## config.mk

```make
export PLATFORM = sky130hd
export DESIGN_NAME = bk_sub16_pipe
export DESIGN_NICKNAME = d
export VERILOG_FILES = /design/src/rtl/bk_sub16_pipe_pkg.sv /design/src/rtl/bk_prefix_cell.sv /design/src/rtl/bk_sub16_pipe.sv
export SDC_FILE = /design/constraint.sdc
export NUM_CORES = 1
export LEC_CHECK = 0
export ABC_CLOCK_PERIOD_IN_PS = 1900
export CAP_MARGIN = 20
export CORE_MARGIN = 2
export CORE_UTILIZATION = 46
export CTS_CLUSTER_SIZE = 10
export DETAILED_ROUTE_END_ITERATION = 10
export MAX_ROUTING_LAYER = met4
export PLACE_DENSITY = 0.87
export SLEW_MARGIN = 20
export SYNTH_ARGS = -nofsm -noshare
export SYNTH_HDL_FRONTEND = slang
export SYNTH_SLANG_ARGS = --single-unit
```

## constraint.sdc

```tcl
create_clock -name clk -period 1.9 [get_ports clk]
set_clock_uncertainty 0.1 [all_clocks]
set_input_delay 0.38 -clock clk [delete_from_list [all_inputs] [get_ports clk]]
set_output_delay 0.38 -clock clk [all_outputs]
set_load 0.02 [all_outputs]
```

## src/rtl/bk_sub16_pipe_pkg.sv

```systemverilog
// Shared Brent-Kung prefix types and the black-cell operator.
// Latency: none (types and a pure function only).
// Backpressure: not applicable.
//
// Contents: BK_W (datapath width), bk_pg_t (propagate/generate pair),
// bk_dot(hi, lo) which combines a higher span with the span just below it.
package bk_pkg;

    localparam int BK_W = 16;

    typedef struct packed {
        logic p;
        logic g;
    } bk_pg_t;

    // Group propagate/generate of the concatenated span {hi, lo}.
    function automatic bk_pg_t bk_dot(input bk_pg_t hi, input bk_pg_t lo);
        return '{p: hi.p & lo.p, g: hi.g | (hi.p & lo.g)};
    endfunction

endpackage

```

## src/rtl/bk_prefix_cell.sv

```systemverilog
// Single Brent-Kung black cell: merges two adjacent P/G spans.
// Latency: combinational.
// Backpressure: not applicable.
//
// Ports: hi (upper span P/G), lo (lower span P/G), grp (merged span P/G).
module bk_prefix_cell
    import bk_pkg::*;
(
    input  bk_pg_t hi,
    input  bk_pg_t lo,
    output bk_pg_t grp
);

    assign grp = bk_dot(hi, lo);

endmodule

```

## src/rtl/bk_sub16_pipe.sv

```systemverilog
// Two-stage Brent-Kung subtractor a - b (= a + ~b + 1) with borrow/zero flags.
// Latency: 2 register stages (S1 = prefix levels 1-3, S2 = levels 4-6 + sum).
// Backpressure: valid/ready; a stalled stage holds, in_ready = S1 can advance.
//
// Ports: clk, rst (async active-high); in_valid/in_ready/a/b operand stream;
// out_valid/out_ready/diff/borrow/zero result stream.
// Optional: define BK_SUB_OVF_EN to add the registered signed-overflow port ovf.
module bk_sub16_pipe
    import bk_pkg::*;
(
    input  logic            clk,
    input  logic            rst,
    input  logic            in_valid,
    output logic            in_ready,
    input  logic [BK_W-1:0] a,
    input  logic [BK_W-1:0] b,
    output logic            out_valid,
    input  logic            out_ready,
    output logic [BK_W-1:0] diff,
    output logic            borrow,
    output logic            zero
`ifdef BK_SUB_OVF_EN
    ,
    output logic            ovf
`endif
);

    // ---------------- handshake ----------------
    logic s1Vld, s2Vld;
    logic s1Adv, s2Adv;

    assign s2Adv     = ~s2Vld | out_ready;
    assign s1Adv     = ~s1Vld | s2Adv;
    assign in_ready  = s1Adv;
    assign out_valid = s2Vld;

    // ---------------- stage 1 tree (levels 1-3) ----------------
    bk_pg_t [BK_W-1:0] bitPg;
    bk_pg_t [7:0]      lvl1;   // pairs [2j+1:2j]
    bk_pg_t [3:0]      lvl2;   // nibbles [4j+3:4j]
    bk_pg_t [1:0]      lvl3;   // bytes [7:0], [15:8]

    always_comb begin
        for (int i = 0; i < BK_W; i++) begin
            bitPg[i].p = a[i] ^ ~b[i];
            bitPg[i].g = a[i] & ~b[i];
        end
        // The +1 of two's-complement subtraction is folded into bit 0 as a
        // carry-in of 1, so bit 0 generates whenever it would propagate.
        bitPg[0].g = (a[0] & ~b[0]) | (a[0] ^ ~b[0]);
    end

    for (genvar j = 0; j < 8; j++) begin : gLvl1
        bk_prefix_cell uCell (.hi(bitPg[2*j+1]), .lo(bitPg[2*j]), .grp(lvl1[j]));
    end
    for (genvar j = 0; j < 4; j++) begin : gLvl2
        bk_prefix_cell uCell (.hi(lvl1[2*j+1]), .lo(lvl1[2*j]), .grp(lvl2[j]));
    end
    for (genvar j = 0; j < 2; j++) begin : gLvl3
        bk_prefix_cell uCell (.hi(lvl2[2*j+1]), .lo(lvl2[2*j]), .grp(lvl3[j]));
    end

    bk_pg_t [BK_W-1:0] s1Bit;
    bk_pg_t [7:0]      s1L1;
    bk_pg_t [3:0]      s1L2;
    bk_pg_t [1:0]      s1L3;
`ifdef BK_SUB_OVF_EN
    logic s1SignA, s1SignB;
`endif

    always_ff @(posedge clk or posedge rst) begin
        if (rst) begin
            s1Vld <= 1'b0;
            s1Bit <= '0;
            s1L1  <= '0;
            s1L2  <= '0;
            s1L3  <= '0;
`ifdef BK_SUB_OVF_EN
            s1SignA <= 1'b0;
            s1SignB <= 1'b0;
`endif
        end else if (s1Adv) begin
            s1Vld <= in_valid;
            if (in_valid) begin
                s1Bit <= bitPg;
                s1L1  <= lvl1;
                s1L2  <= lvl2;
                s1L3  <= lvl3;
`ifdef BK_SUB_OVF_EN
                s1SignA <= a[BK_W-1];
                s1SignB <= b[BK_W-1];
`endif
            end
        end
    end

    // ---------------- stage 2 tree (levels 4-6) ----------------
    // cin[i] is the P/G of span [i-1:0]; its .g is the carry into bit i.
    bk_pg_t cin [1:BK_W];

    assign cin[1] = s1Bit[0];
    assign cin[2] = s1L1[0];
    assign cin[4] = s1L2[0];
    assign cin[8] = s1L3[0];

    // level 4
    bk_prefix_cell uC16 (.hi(s1L3[1]), .lo(s1L3[0]), .grp(cin[16]));
    bk_prefix_cell uC12 (.hi(s1L2[2]), .lo(s1L3[0]), .grp(cin[12]));
    // level 5
    bk_prefix_cell uC6  (.hi(s1L1[2]), .lo(s1L2[0]), .grp(cin[6]));
    bk_prefix_cell uC10 (.hi(s1L1[4]), .lo(s1L3[0]), .grp(cin[10]));
    bk_prefix_cell uC14 (.hi(s1L1[6]), .lo(cin[12]), .grp(cin[14]));
    // level 6: odd bits extend the even carry below them by one bit
    for (genvar k = 3; k < BK_W; k = k + 2) begin : gOdd
        bk_prefix_cell uCell (.hi(s1Bit[k-1]), .lo(cin[k-1]), .grp(cin[k]));
    end

    logic [BK_W-1:0] carry;
    logic [BK_W-1:0] diffNext;

    always_comb begin
        carry[0] = 1'b1;
        for (int i = 1; i < BK_W; i++) begin
            carry[i] = cin[i].g;
        end
        for (int i = 0; i < BK_W; i++) begin
            diffNext[i] = s1Bit[i].p ^ carry[i];
        end
    end

    // Span propagates and a few registered groups are only needed for tree
    // shape; fold them here so they are visibly consumed.
    logic unusedBits;
    always_comb begin
        unusedBits = 1'b0;
        for (int i = 1; i <= BK_W; i++) begin
            unusedBits = unusedBits ^ cin[i].p;
        end
        for (int i = 1; i < BK_W; i = i + 2) begin
            unusedBits = unusedBits ^ s1Bit[i].g;
        end
        for (int j = 1; j < 8; j = j + 2) begin
            unusedBits = unusedBits ^ s1L1[j].p ^ s1L1[j].g;
        end
        unusedBits = unusedBits ^ (^{s1L2[1], s1L2[3]});
    end

    always_ff @(posedge clk or posedge rst) begin
        if (rst) begin
            s2Vld  <= 1'b0;
            diff   <= '0;
            borrow <= 1'b0;
            zero   <= 1'b0;
`ifdef BK_SUB_OVF_EN
            ovf    <= 1'b0;
`endif
        end else if (s2Adv) begin
            s2Vld <= s1Vld;
            if (s1Vld) begin
                diff   <= diffNext;
                borrow <= ~cin[BK_W].g;
                zero   <= ~|diffNext;
`ifdef BK_SUB_OVF_EN
                ovf    <= (s1SignA ^ s1SignB) & (diffNext[BK_W-1] ^ s1SignA);
`endif
            end
        end
    end

endmodule

```

==> impl_metrics.json <==
{
  "synthCells": 286,
  "insertion_delay_ns": 0.33,
  "htreeDepth": 3,
  "io_buffer_count": 55,
  "syn-num-nets": 345,
  "wl_per_cell_microns": 14.6,
  "critPathKind": "reg -> reg",
  "grt_pass1_wl_microns": 9940,
  "syn_to_final_growth_pct": 38.2,
  "crit_fanout": 2,
  "antenna_found_initial": 0,
  "yosys_warnings": 0,
  "timing.final.max_slew_violations": 0,
  "ys_seq_area_frac": 0.519,
  "hp-class": "in -> async",
  "clockBufferDepth": 2,
  "clk_pin_slew_ns": 0.06,
  "synth-edff-count": 0,
  "worstMarginPinSlew_ns": 0.349,
  "worstPathArrival_ns": 1.95,
  "setup_violations": 0,
  "cts.sinks": 57,
  "netlist_area_sq_um": 2750,
  "grt_pass1_vias": 2176,
  "dieArea_sq_um": 6600,
  "num_rows": 28,
  "yosysUniqueCellTypes": 34,
  "start_kind": "register",
  "dp_hpwl_microns": 4640,
  "critical_path_required_ns": 2.00,
  "drc": 0,
  "antenna_cells": 0,
  "p_total_mw": 3.96,
  "io_pins": 56,
  "grt-ovfl-total": 0,
  "design_area_sq_um": 3800,
  "fp.coreArea_sq_um": 5850,
  "slew_headroom": 0.767,
  "final_nets": 423,
  "busiest_layer": "met2",
  "min_period_ns": 1.86,
  "numCtsBuffers": 9,
  "fin_util": 0.649,
  "grt_use_met1": 0.249,
  "ant_nets": 0,
  "die_h_microns": 81.3,
  "die_x_microns": 81.3,
  "power_leakage_nw": 1.86,
  "ys_seq_elements": 57,
  "via_count": 2259,
  "groute.layer.met3.usage": 0.0500,
  "initial_utilization": 0.469,
  "synth_area_per_cell_sq_um": 9.60,
  "vias_per_cell": 5.11,
  "fmax_mhz": 539,
  "pwr_density_cell_nw_per_um2": 1040,
  "ys_async_sr_fraction": 1.00,
  "hold_violations": 0,
  "cts_tree": "yes",
  "end_kind": "register",
  "routed_wl_microns": 6440,
  "ir_drop_mv": 0.573,
  "status": "finished, final reports clean",
  "gp_congestion": 0.840,
  "ys.flop_type": "dfrtp_1",
  "drive_gt1_frac": 0.150,
  "period_share": 0.976,
  "grtUsageTotal": 0.208,
  "maxCapViolCount": 0,
  "placed_area_sq_um": 3520,
  "first_pass_iters": 4,
  "cts_root_buf": "clkbuf_8",
  "drt_iter0_drc": 146,
  "grt_use_met2": 0.345,
  "grt_max_degree": 58
}
==> registers in the layout, indices dropped and copies added, names as in the netlist, 2 cells and up <==
name / flops
s1L1: 6
diff: 16
s1L2: 2
s1Bit: 22
s1L3: 2
carry: 4
==> worst max-delay path, cell delays in order, from the launching register on <==
cell	delay, ns
dfrtp_1	0.40
a21o_1	0.22
a21o_1	0.20
ha_4	0.17
nor2_2	0.13
xor2_2	0.20
buf_4	0.14
buf_4	0.09
o21ai_0	0.06
==> report_power, final <==
group / internal (mW) / leakage, nW / total, mW / switching, mW
registers: 1.47 / 0.700 / 1.65 / 0.186
logic: 0.667 / 1.08 / 1.34 / 0.670
clock network: 0.532 / 0.0826 / 0.966 / 0.435
==> final cells by class <==
| type | count | area [sq um] |
|---|---|---|
| Fill cell | 440 | 2050 |
| Sequential cell | 57 | 1430 |
| Multi-Input combinational cell | 203 | 1290 |
| Timing Repair Buffer | 76 | 757 |
| Clock buffer | 14 | 163 |
| Tap cell | 75 | 93.8 |
| Inverter | 17 | 63.8 |
==> timing repair <==
item / in CTS / in global routing
buffers inserted: 1 / 2
endpoints found under the setup margin: 2 / 2
pin swaps: 1 / 9
gates resized for setup: 3 / 12
hold buffers: 0 / 0
hold endpoints to repair: 0 / 0
==> per-stage QoR <==
step | cells | worst slack (ns) | TNS, ns | hold slack (ns)
after CTS | 440 | 0.00462 | 0 | 0.330
final | 442 | 0.0447 | 0 | 0.317
after floorplan | 286 | 0.0204 | 0 | 0.344
after global routing | 442 | -0.00649 | -0.00649 | 0.350
after global placement | 425 | -0.146 | -0.365 | 0.358
after detailed placement | 425 | -0.209 | -0.603 | 0.363
==> Yosys cell counts, types with 2 or more instances <==
master	instances	area share
nand2_1	97	0.13
nor2b_1	2	0.0046
nor2_1	11	0.015
nand2b_1	2	0.0046
mux2_2	7	0.029
ha_1	23	0.10
buf_2	7	0.013
a21o_1	5	0.014
inv_1	17	0.023
a21oi_1	7	0.013
a31oi_1	3	0.0068
nand3_1	2	0.0036
nand4_1	2	0.0046
xor2_1	7	0.022
a211oi_1	2	0.0055
nand2_2	2	0.0046
o21ai_0	17	0.031
dfrtp_1	57	0.52
==> layer usage <==
| layer | part of all wire | routed length (microns) |
|---|---|---|
| met5 | 0 | 0 |
| met4 | 0.020 | 127 |
| met3 | 0.047 | 305 |
| met2 | 0.52 | 3320 |
| met1 | 0.42 | 2680 |
==> cell families (layout without fill, tap and decap cells) <==
family                   count (synthesis)  after routing  share of synthesized area
AO/OA/AOI/OAI                           40             40                     0.0879
XOR/XNOR                                 8              8                     0.0255
adder cells (fa/ha/maj)                 23             23                      0.105
buffers and inverters                   26            107                     0.0428
flip-flops                              57             57                      0.519
multiplexers                             7              7                     0.0287
AND/OR/NAND/NOR                        125            125                      0.191
==> layout by cell type (no fill, tap or decap), types with 3 or more instances in the layout <==
cell             instances
nand2_1                 97
dfrtp_1                 57
clkdlybuf4s50_1         54
ha_1                    21
o21ai_0                 17
buf_4                   17
inv_1                   16
clkbuf_8                11
nor2_1                   9
mux2_2                   7
a21oi_1                  7
xor2_1                   5
a21o_1                   5
buf_12                   4
a31oi_1                  3
clkbuf_1                 3
==> worst paths after layout <==
kind / from / to / slack [ns] / cells past startpoint
setup / recovery: carry[8] / diff[15] / 0.04 / 8
hold / removal: rst / s1Bit[23] / 0.32 / 3
setup reg to reg: carry[8] / diff[15] / 0.04 / 8
hold reg to reg: s1L1[9] / s1L1[9] / 0.38 / 2
max in group asynchronous: rst / s1Bit[24] / 1.13 / 3
min in group clk: s1L1[9] / s1L1[9] / 0.38 / 2
No activity file was read; power rests on OpenSTA's default activity.
